$ cat config.mk
export PLATFORM = sky130hd
export DESIGN_NAME = count_arbiter_flat
export DESIGN_NICKNAME = d
export VERILOG_FILES = /design/src/rtl/count_arbiter_if.sv /design/src/rtl/count_arbiter.sv /design/src/flat_wrapper.sv
export SDC_FILE = /design/constraint.sdc
export NUM_CORES = 1
export LEC_CHECK = 0
export ABC_AREA = 1
export CELL_PAD_IN_SITES_DETAIL_PLACEMENT = 1
export CELL_PAD_IN_SITES_GLOBAL_PLACEMENT = 1
export CORE_ASPECT_RATIO = 0.7
export CORE_UTILIZATION = 33
export CTS_BUF_LIST = sky130_fd_sc_hd__clkbuf_2 sky130_fd_sc_hd__clkbuf_4 sky130_fd_sc_hd__clkbuf_8
export CTS_CLUSTER_DIAMETER = 30
export DETAILED_ROUTE_END_ITERATION = 8
export PLACE_DENSITY_LB_ADDON = 0.1
export SLEW_MARGIN = 5
export SYNTH_ARGS = -nofsm -noshare
export SYNTH_HDL_FRONTEND = slang
export SYNTH_SLANG_ARGS = --single-unit
$ cat constraint.sdc
create_clock -name clk -period 2.5 [get_ports clk]
set_clock_uncertainty 0.2 [all_clocks]
set_input_delay 0.5 -clock clk [delete_from_list [all_inputs] [get_ports clk]]
set_output_delay 0.5 -clock clk [all_outputs]
set_load 0.005 [all_outputs]
$ cat src/rtl/count_arbiter_if.sv
// count_arbiter_if: bundle of the request/grant signals between the
// requesters and the count_arbiter.
//   req     : one request bit per requester, held until its done/abort
//   len     : packed interval lengths, requester i in [i*WIDTH +: WIDTH]
//   grant   : one-hot owner of the counter, zero when idle
//   busy    : any grant active
//   value   : current counter value
//   done    : one-cycle pulse, owner's interval complete
//   abort   : one-cycle pulse, owner dropped req before completion
//   done_id : requester index belonging to the done/abort pulse
// Handshake: a requester raises req[i] and keeps it high until it sees done
// (or abort) with done_id == i; grant is the only indication of ownership.
interface count_arbiter_if #(
    parameter int NREQ  = 4,
    parameter int WIDTH = 8,
    parameter int IDW   = 3
);
    logic [NREQ-1:0]       req;
    logic [NREQ*WIDTH-1:0] len;
    logic [NREQ-1:0]       grant;
    logic                  busy;
    logic [WIDTH-1:0]      value;
    logic                  done;
    logic                  abort;
    logic [IDW-1:0]        done_id;

    modport master (
        output req, len,
        input  grant, busy, value, done, abort, done_id
    );

    modport slave (
        input  req, len,
        output grant, busy, value, done, abort, done_id
    );
endinterface

$ cat src/rtl/count_arbiter.sv
// count_arbiter: round-robin scheduler sharing one up-counter between NREQ
// requesters. The winner's length is captured, the counter runs 0..len_q,
// then done pulses and ownership moves on.
// Ports:
//   clk       : clock, rising edge
//   reset     : synchronous active-low reset
//   bus       : count_arbiter_if slave (req/len in, grant/busy/value/
//               done/abort/done_id out)
//   fsm_state : current FSM state (0 IDLE, 1 COUNT, 2 FINISH)
module count_arbiter #(
    parameter int NREQ  = 4,
    parameter int WIDTH = 8,
    parameter int IDW   = 3
) (
    input  logic            clk,
    input  logic            reset,
    count_arbiter_if.slave  bus,
    output logic [1:0]      fsm_state
);
    localparam logic [1:0] IDLE   = 2'd0;
    localparam logic [1:0] COUNT  = 2'd1;
    localparam logic [1:0] FINISH = 2'd2;

    logic [1:0]       state;
    logic [NREQ-1:0]  grant;
    logic [WIDTH-1:0] value;
    logic [WIDTH-1:0] len_q;
    logic             done;
    logic             abort;
    logic [IDW-1:0]   done_id;
    logic [IDW-1:0]   owner;
    logic [IDW-1:0]   ptr;

    logic             pick_any;
    logic [IDW-1:0]   pick;
    logic [NREQ-1:0]  pick_hot;
    logic [WIDTH-1:0] pick_len;
    logic             owner_req;
    logic [IDW-1:0]   owner_next;

    // Round-robin search: offset k is the priority rank relative to ptr,
    // i is the requester it maps to. The first hit in rank order wins.
    always_comb begin
        pick_any = 1'b0;
        pick     = '0;
        pick_hot = '0;
        pick_len = '0;
        for (int k = 0; k < NREQ; k++) begin
            for (int i = 0; i < NREQ; i++) begin
                if (!pick_any && bus.req[i] && (((int'(ptr) + k) % NREQ) == i)) begin
                    pick_any    = 1'b1;
                    pick        = IDW'(i);
                    pick_hot    = '0;
                    pick_hot[i] = 1'b1;
                    pick_len    = bus.len[i*WIDTH +: WIDTH];
                end
            end
        end
    end

    // grant is one-hot on the owner while counting, so this is req[owner].
    assign owner_req  = |(bus.req & grant);
    assign owner_next = (owner == IDW'(NREQ - 1)) ? '0 : owner + IDW'(1);

    always_ff @(posedge clk) begin
        if (!reset) begin
            state   <= IDLE;
            grant   <= '0;
            value   <= '0;
            len_q   <= '0;
            done    <= 1'b0;
            abort   <= 1'b0;
            done_id <= '0;
            owner   <= '0;
            ptr     <= '0;
        end else begin
            done  <= 1'b0;
            abort <= 1'b0;
            case (state)
                IDLE: begin
                    if (pick_any) begin
                        owner <= pick;
                        len_q <= pick_len;
                        grant <= pick_hot;
                        value <= '0;
                        state <= COUNT;
                    end
                end
                COUNT: begin
                    if (!owner_req) begin
                        abort   <= 1'b1;
                        done_id <= owner;
                        grant   <= '0;
                        ptr     <= owner_next;
                        state   <= IDLE;
                    end else if (value == len_q) begin
                        // done is registered here so it is high in FINISH.
                        done    <= 1'b1;
                        done_id <= owner;
                        state   <= FINISH;
                    end else begin
                        value <= value + WIDTH'(1);
                    end
                end
                FINISH: begin
                    grant <= '0;
                    ptr   <= owner_next;
                    state <= IDLE;
                end
                default: state <= IDLE;
            endcase
        end
    end

    assign bus.grant   = grant;
    assign bus.busy    = |grant;
    assign bus.value   = value;
    assign bus.done    = done;
    assign bus.abort   = abort;
    assign bus.done_id = done_id;
    assign fsm_state   = state;
endmodule

$ cat src/flat_wrapper.sv
// flat-port wrapper written by rule: the top's interface ports become plain ports
module count_arbiter_flat 
#(
    parameter int NREQ  = 4,
    parameter int WIDTH = 8,
    parameter int IDW   = 3
)
  (clk, reset, fsm_state, bus_req, bus_len, bus_grant, bus_busy, bus_value, bus_done, bus_abort, bus_done_id);
  count_arbiter_if #(.NREQ(NREQ), .WIDTH(WIDTH), .IDW(IDW)) bus_i ();
  input  logic clk;
  input  logic reset;
  output logic [1:0] fsm_state;
  input wire logic [$bits(bus_i.req)-1:0] bus_req;
  input wire logic [$bits(bus_i.len)-1:0] bus_len;
  output wire logic [$bits(bus_i.grant)-1:0] bus_grant;
  output wire logic [$bits(bus_i.busy)-1:0] bus_busy;
  output wire logic [$bits(bus_i.value)-1:0] bus_value;
  output wire logic [$bits(bus_i.done)-1:0] bus_done;
  output wire logic [$bits(bus_i.abort)-1:0] bus_abort;
  output wire logic [$bits(bus_i.done_id)-1:0] bus_done_id;
  assign bus_i.req = bus_req;
  assign bus_i.len = bus_len;
  assign bus_grant = bus_i.grant;
  assign bus_busy = bus_i.busy;
  assign bus_value = bus_i.value;
  assign bus_done = bus_i.done;
  assign bus_abort = bus_i.abort;
  assign bus_done_id = bus_i.done_id;
  count_arbiter #(.NREQ(NREQ), .WIDTH(WIDTH), .IDW(IDW)) u_core (.clk(clk), .reset(reset), .bus(bus_i), .fsm_state(fsm_state));
endmodule
==> results of run 1 <==
synth_stat cells (all sizes together):
cell and number:
or2 4, inv 74, o22ai 5, nor3 10, nand3 59, a21oi 27
a311oi 1, o211ai 1, xnor2 6, o21ai 22, a221oi 1, clkinv 1
dfxtp 30, nor2 119, nor3b 2, nand2 119, nand4 25, xor2 2
ha 4, clkbuf 3, conb 1, buf 3
through the flow:
step / TNS [ns] / total power [uW] / std cells
2_1_floorplan: 0 / 2370 / 519
3_3_place_gp: -11.06 / 3610 / 775
3_5_place_dp: -12.82 / 3710 / 775
4_1_cts: 0 / 4370 / 788
5_1_grt: -1.99 / 5180 / 798
6_report: -0.122 / 4840 / 798
kinds of logic (layout without fill, tap and decap cells):
kind of cell	after synthesis	in the layout	synth area share [%]
adder cells (fa/ha/maj)	4	4	1.71
AO/OA/AOI/OAI	57	57	10.3
XOR/XNOR	8	8	2.40
other	1	1	0.128
buffers and inverters	81	240	10.7
AND/OR/NAND/NOR	338	338	54.2
flip-flops	30	30	20.6
area by class of cell:
type / instances / area (sq um)
Clock inverter: 3 / 40.0
Tap cell: 120 / 150
Timing Repair Buffer: 157 / 1360
Multi-Input combinational cell: 408 / 2250
Fill cell: 1168 / 3740
Clock buffer: 5 / 68.8
Inverter: 75 / 292
Sequential cell: 30 / 608
final timing paths:
| path | from | to | slack (ns) |
|---|---|---|---|
| worst max-delay path | u_core.ptr[1]$_SDFFE_PN0P_ | u_core.fsm_state[1]$_SDFFE_PN0P_ | -0.09 |
| worst min-delay path | u_core.len_q[3]$_SDFFE_PN0P_ | u_core.len_q[3]$_SDFFE_PN0P_ | 0.29 |
| worst max register to register | u_core.ptr[1]$_SDFFE_PN0P_ | u_core.fsm_state[1]$_SDFFE_PN0P_ | -0.09 |
| worst min register to register | u_core.len_q[3]$_SDFFE_PN0P_ | u_core.len_q[3]$_SDFFE_PN0P_ | 0.29 |
layer usage:
| layer | global-route usage [%] | share of wire (%) | routed length, um |
|---|---|---|---|
| met5 | 0 | 0 | 0 |
| met2 | 49.5 | 46 | 6690 |
| met4 | 3.77 | 1.1 | 159 |
| met3 | 4.83 | 5.3 | 777 |
| met1 | 43.9 | 48 | 7000 |
where the power goes:
part / leakage, uW / internal [uW] / switching (uW)
sequential: 0.000247 / 645 / 190
combinational: 0.00192 / 1510 / 1990
clock: 0.0000579 / 294 / 209
worst reg2reg max path: stages (launching register included):
cell and delay [ns]:
dfxtp_4 0.44, inv_4 0.06, nand3_4 0.11, nand4_2 0.13
nor2_4 0.17, nand4_4 0.12, nor2_4 0.12, nand4_2 0.11
nor2_2 0.14, nand4_1 0.22, buf_4 0.23, nor2_4 0.10
buf_4 0.12, o21ai_1 0.05, a21oi_1 0.19
repair_timing:
item	4_1_cts	5_1_grt
buffers inserted	5	11
gates resized for setup	25	59
pin swaps	15	27
endpoints found under the setup margin	26	24
registers in the layout, indices dropped and copies added (netlist names):
register            flops
u_core.owner            2
u_core.len_q            8
u_core.bus.grant        4
u_core.fsm_state        2
u_core.bus.value        8
u_core.ptr              2
u_core.bus.done_id      2
u_core.bus.done         1
u_core.bus.abort        1
==> impl_metrics.tcl, run 1 <==
set metrics [dict create \
    status "complete, but fails checks" \
    violations "setup timing" \
    slew_violations 0 \
    fp.coreArea_sq_mm 0.00851 \
    clk_pin_slew_ns 0.08 \
    yosysSeqAreaShare_pct 20.6 \
    clock_sinks 30 \
    routabilityCongestion 0.946 \
    die_area_sq_mm 0.00924 \
    postSynthCellCount 519 \
    critical_path.top_delay_family "simple AND/OR/NAND/NOR gates" \
    cpMostUsedCell "nor2_4" \
    initialDrtViolationCount 307 \
    synth_top_area_share_pct 20.6 \
    grt.total_usage_pct 30.6 \
    grt_pass1_wl_um 21500 \
    crit_cells 14 \
    clockRootBuffer "clkbuf_8" \
    drc 0 \
    hold_viol_final 0 \
    vias 4184 \
    relSlewSlack_pct 55.5 \
    holdWs_ns 0.285 \
    die_w_um 114 \
    yosys_warnings 0 \
    setup.worst_path.class "reg2reg" \
    critical_path_arrival_ns 2.58 \
    rsz0062_at_grt "yes" \
    holdBufCountCts 0 \
    cpPeakStageDelay_ns 0.44 \
    critPathRequiredTime_ns 2.49 \
    nets 719 \
    diodes 0 \
    rr_worst_depth 14 \
    portBuffers 56 \
    mostFrequentLayoutCells "nand2_1 (107), nor2_1 (101), buf_4 (92)" \
    io_pins 58 \
    power.leakage_uw 0.00222 \
    drv_cap 0 \
    synth_area_leaders "dfxtp_1 (21%), nand2_1 (15%), nor2_1 (14%), nand3_1 (9.8%), inv_1 (9.4%)" \
    hold_path.class "reg2reg" \
    layout-drive-gt1-share_pct 26.7 \
    yosys_register_bits 30 \
    dr.pass1.iters 5 \
    worst_setup_path_start_kind "flop" \
    grt_pass1_vias 4172 \
    ys_types 34 \
    wl_per_cell_um 18.3 \
    period_minus_slack_ns 2.59 \
    final_core_util_pct 56.0 \
    synth_area_sq_mm 0.00292 \
    place_hpwl_um 10700 \
    clkLatencyLatePin_ns 0.29 \
    wl_um 14600 \
    finalInstanceArea_sq_mm 0.00477 \
    peakVddDrop_mv 0.596 \
    crit_slowest_cell "dfxtp_4" \
    die_h_um 80.7 \
    final_common_cell "nand2_1" \
    setup_slack_ns -0.0866 \
    crit_buf_inv 3 \
    postRouteAntennaNets 0 \
    grt_max_degree 17 \
    power_density_mw_per_mm2 1010 \
    initial_utilization_pct 34.3 \
    numCtsBuffers 5 \
    crit_fanout 6 \
    endpoint_kind "flop" \
    fmax_ghz 0.387 \
    tightest_slew_ns 0.667 \
    cp_cell_sequence "inv_4, nand3_4, nand4_2, nor2_4, nand4_4, nor2_4, nand4_2, nor2_2, nand4_1, buf_4, nor2_4, buf_4, o21ai_1, a21oi_1" \
    grt-ovfl-total 0 \
    syn_nets 561 \
    antenna_found_initial 0 \
    std_cell_rows 28 \
    period_share_pct 103 \
    cts_max_level 2 \
    clockBufferDepth 2 \
    area_growth_pct 63.3 \
    cts_tree "built" \
    yosysTopAreaCell "dfxtp_1" \
    dpl_worst_slack_ns -0.570 \
    hold_depth 2 \
    vias_per_cell 5.24 \
    setup_violations 2 \
    placed_cell_area_sq_mm 0.00425 \
    syn_avg_cell_area_sq_um 5.63 \
]
No activity file was read; power rests on OpenSTA's default activity.
==> run 2: changes to the inputs <==
--- a/config.mk
+++ b/config.mk
@@ -9,11 +9,12 @@
 export CELL_PAD_IN_SITES_DETAIL_PLACEMENT = 1
 export CELL_PAD_IN_SITES_GLOBAL_PLACEMENT = 1
 export CORE_ASPECT_RATIO = 0.7
-export CORE_UTILIZATION = 33
+export CORE_UTILIZATION = 40
 export CTS_BUF_LIST = sky130_fd_sc_hd__clkbuf_2 sky130_fd_sc_hd__clkbuf_4 sky130_fd_sc_hd__clkbuf_8
 export CTS_CLUSTER_DIAMETER = 30
 export DETAILED_ROUTE_END_ITERATION = 8
-export PLACE_DENSITY_LB_ADDON = 0.1
+export DONT_BUFFER_PORTS = 1
+export PLACE_DENSITY_LB_ADDON = 0.05
 export SLEW_MARGIN = 5
 export SYNTH_ARGS = -nofsm -noshare
 export SYNTH_HDL_FRONTEND = slang
==> impl_metrics.tcl, run 2 (same netlist as run 1, synthesis figures left out) <==
set metrics [dict create \
    status "complete, but fails checks" \
    violations "setup timing" \
    clockRootBuffer "clkbuf_8" \
    final_common_cell "nand2_1" \
    clock_sinks 30 \
    diodes 0 \
    biggestRegsByFlops "u_core.bus.value: 8 flops, u_core.len_q: 8 flops, u_core.bus.grant: 4 flops" \
    nets 606 \
    initial_utilization_pct 42.2 \
    clk_pin_slew_ns 0.07 \
    die_area_sq_mm 0.00765 \
    cp_cell_sequence "inv_4, nand3_4, nand3_2, nor2_4, nand4_4, nor2_4, nand4_4, nor2_4, nand4_2, nor2_4, nor2_1, nand2_1, nand2_1, a21oi_1" \
    setup_violations 1 \
    area_growth_pct 23.0 \
    power_density_mw_per_mm2 1110 \
    cts_max_level 2 \
    vias 3706 \
    grt-ovfl-total 0 \
    endpoint_kind "flop" \
    die_h_um 73.5 \
    critPathRequiredTime_ns 2.52 \
    slew_violations 0 \
    fmax_ghz 0.400 \
    grt_pass1_vias 3674 \
    dr.pass1.iters 4 \
    period_minus_slack_ns 2.50 \
    crit_fanout 6 \
    grt_max_degree 17 \
    routabilityCongestion 0.911 \
    layout-drive-gt1-share_pct 17.6 \
    place_hpwl_um 9430 \
    hold_path.class "in2reg" \
    relSlewSlack_pct 62.7 \
    clkLatencyLatePin_ns 0.29 \
    cpPeakStageDelay_ns 0.42 \
    io_pins 58 \
    critical_path_arrival_ns 2.52 \
    vias_per_cell 5.63 \
    rsz0062_at_grt "yes" \
    numCtsBuffers 5 \
    cts_tree "built" \
    drc 0 \
    power.leakage_uw 0.00168 \
    peakVddDrop_mv 0.478 \
    clockBufferDepth 2 \
    period_share_pct 100 \
    setup.worst_path.class "reg2reg" \
    wl_um 12400 \
    grt.total_usage_pct 31.3 \
    wl_per_cell_um 18.8 \
    holdWs_ns 0.126 \
    portBuffers 0 \
    mostFrequentLayoutCells "nand2_1 (114), nor2_1 (106), inv_1 (67)" \
    tightest_slew_ns 0.559 \
    die_w_um 104 \
    drv_cap 0 \
    antenna_found_initial 0 \
    crit_slowest_cell "dfxtp_4" \
    hold_viol_final 0 \
    cpMostUsedCell "nor2_4" \
    fp.coreArea_sq_mm 0.00691 \
    worst_setup_path_start_kind "flop" \
    grt_pass1_wl_um 18600 \
    critical_path.top_delay_family "simple AND/OR/NAND/NOR gates" \
    setup_slack_ns -0.00155 \
    crit_buf_inv 1 \
    holdBufCountCts 0 \
    final_core_util_pct 51.9 \
    r2r_slack_ns -0.002 \
    std_cell_rows 25 \
    initialDrtViolationCount 193 \
    postRouteAntennaNets 0 \
]
[run 2: cell types whose count changed in the layout (fill, tap and decap cells not counted), sizes merged]
cell,before,now
buf,101,43
clkdlybuf4s50,52,0
clkbuf,7,5
bufinv,1,0
clkdlybuf4s15,1,0
clkinvlp,0,1
dlygate4sd2,1,0
inv,74,73
nand2,119,120
[run 2: final timing paths]
| kind | start | endpoint | depth (start not counted) |
|---|---|---|---|
| max | u_core.ptr[1]$_SDFFE_PN0P_ | u_core.len_q[3]$_SDFFE_PN0P_ | 14 |
| min | reset | u_core.bus.grant[2]$_SDFFE_PN0P_ | 2 |
| max reg2reg | u_core.ptr[1]$_SDFFE_PN0P_ | u_core.len_q[3]$_SDFFE_PN0P_ | 14 |
| min reg2reg | u_core.len_q[4]$_SDFFE_PN0P_ | u_core.len_q[4]$_SDFFE_PN0P_ | 2 |
[run 2: report_power, final]
part | internal [uW] | switching, uW | leakage, uW | total, uW
clock network | 187 | 207 | 0.0000438 | 394
registers | 645 | 184 | 0.000247 | 829
logic | 1040 | 1710 | 0.00139 | 2750
[run 2: layout make-up]
type,instances,area [sq um]
fill,1002,3320
multi-input combinational,409,2150
sequential,30,608
timing repair buffer,43,343
inverter,75,290
tap,94,118
clock buffer,5,68.8
clock inverter,2,10.0
[run 2: what timing repair did]
| item | 4_1_cts | 5_1_grt |
|---|---|---|
| setup endpoints to repair | 17 | 22 |
| resized for setup | 3 | 37 |
| gates cloned | 0 | 1 |
| buffers inserted | 0 | 6 |
| pin swaps | 0 | 6 |
[run 2: through the flow]
stage	cells	setup TNS, ns	worst slack, ns	total power (uW)	cell area, sq um
after global routing	658	-0.754	-0.163	4270	3590
after global placement	645	-0.0642	-0.0406	3130	3290
after floorplan	519	0	0.00122	2370	2920
after detailed placement	645	-0.248	-0.0390	3210	3290
after CTS	652	0	0.0272	3620	3380
final	658	-0.00155	-0.00155	3970	3590
[run 2: worst reg2reg max path, delay by kind of cell, from the launching register on]
family,cells,cell delay (ns)
buffers and inverters,1,0.06
DFF,1,0.42
and+or+nand+nor,12,1.61
AOI/OAI and AO/OA,1,0.13
[run 2: layer usage]
metal  up-vias  routed length, um  global-route usage (%)  share of wire [%]
li1       1764                  -                       -                  -
met1      1783               5700                    44.0                 46
met2       144               5410                    49.4                 44
met3        15               1110                    7.28                9.0
met4         0                133                    5.24                1.1
met5         -                  0                       0                  0
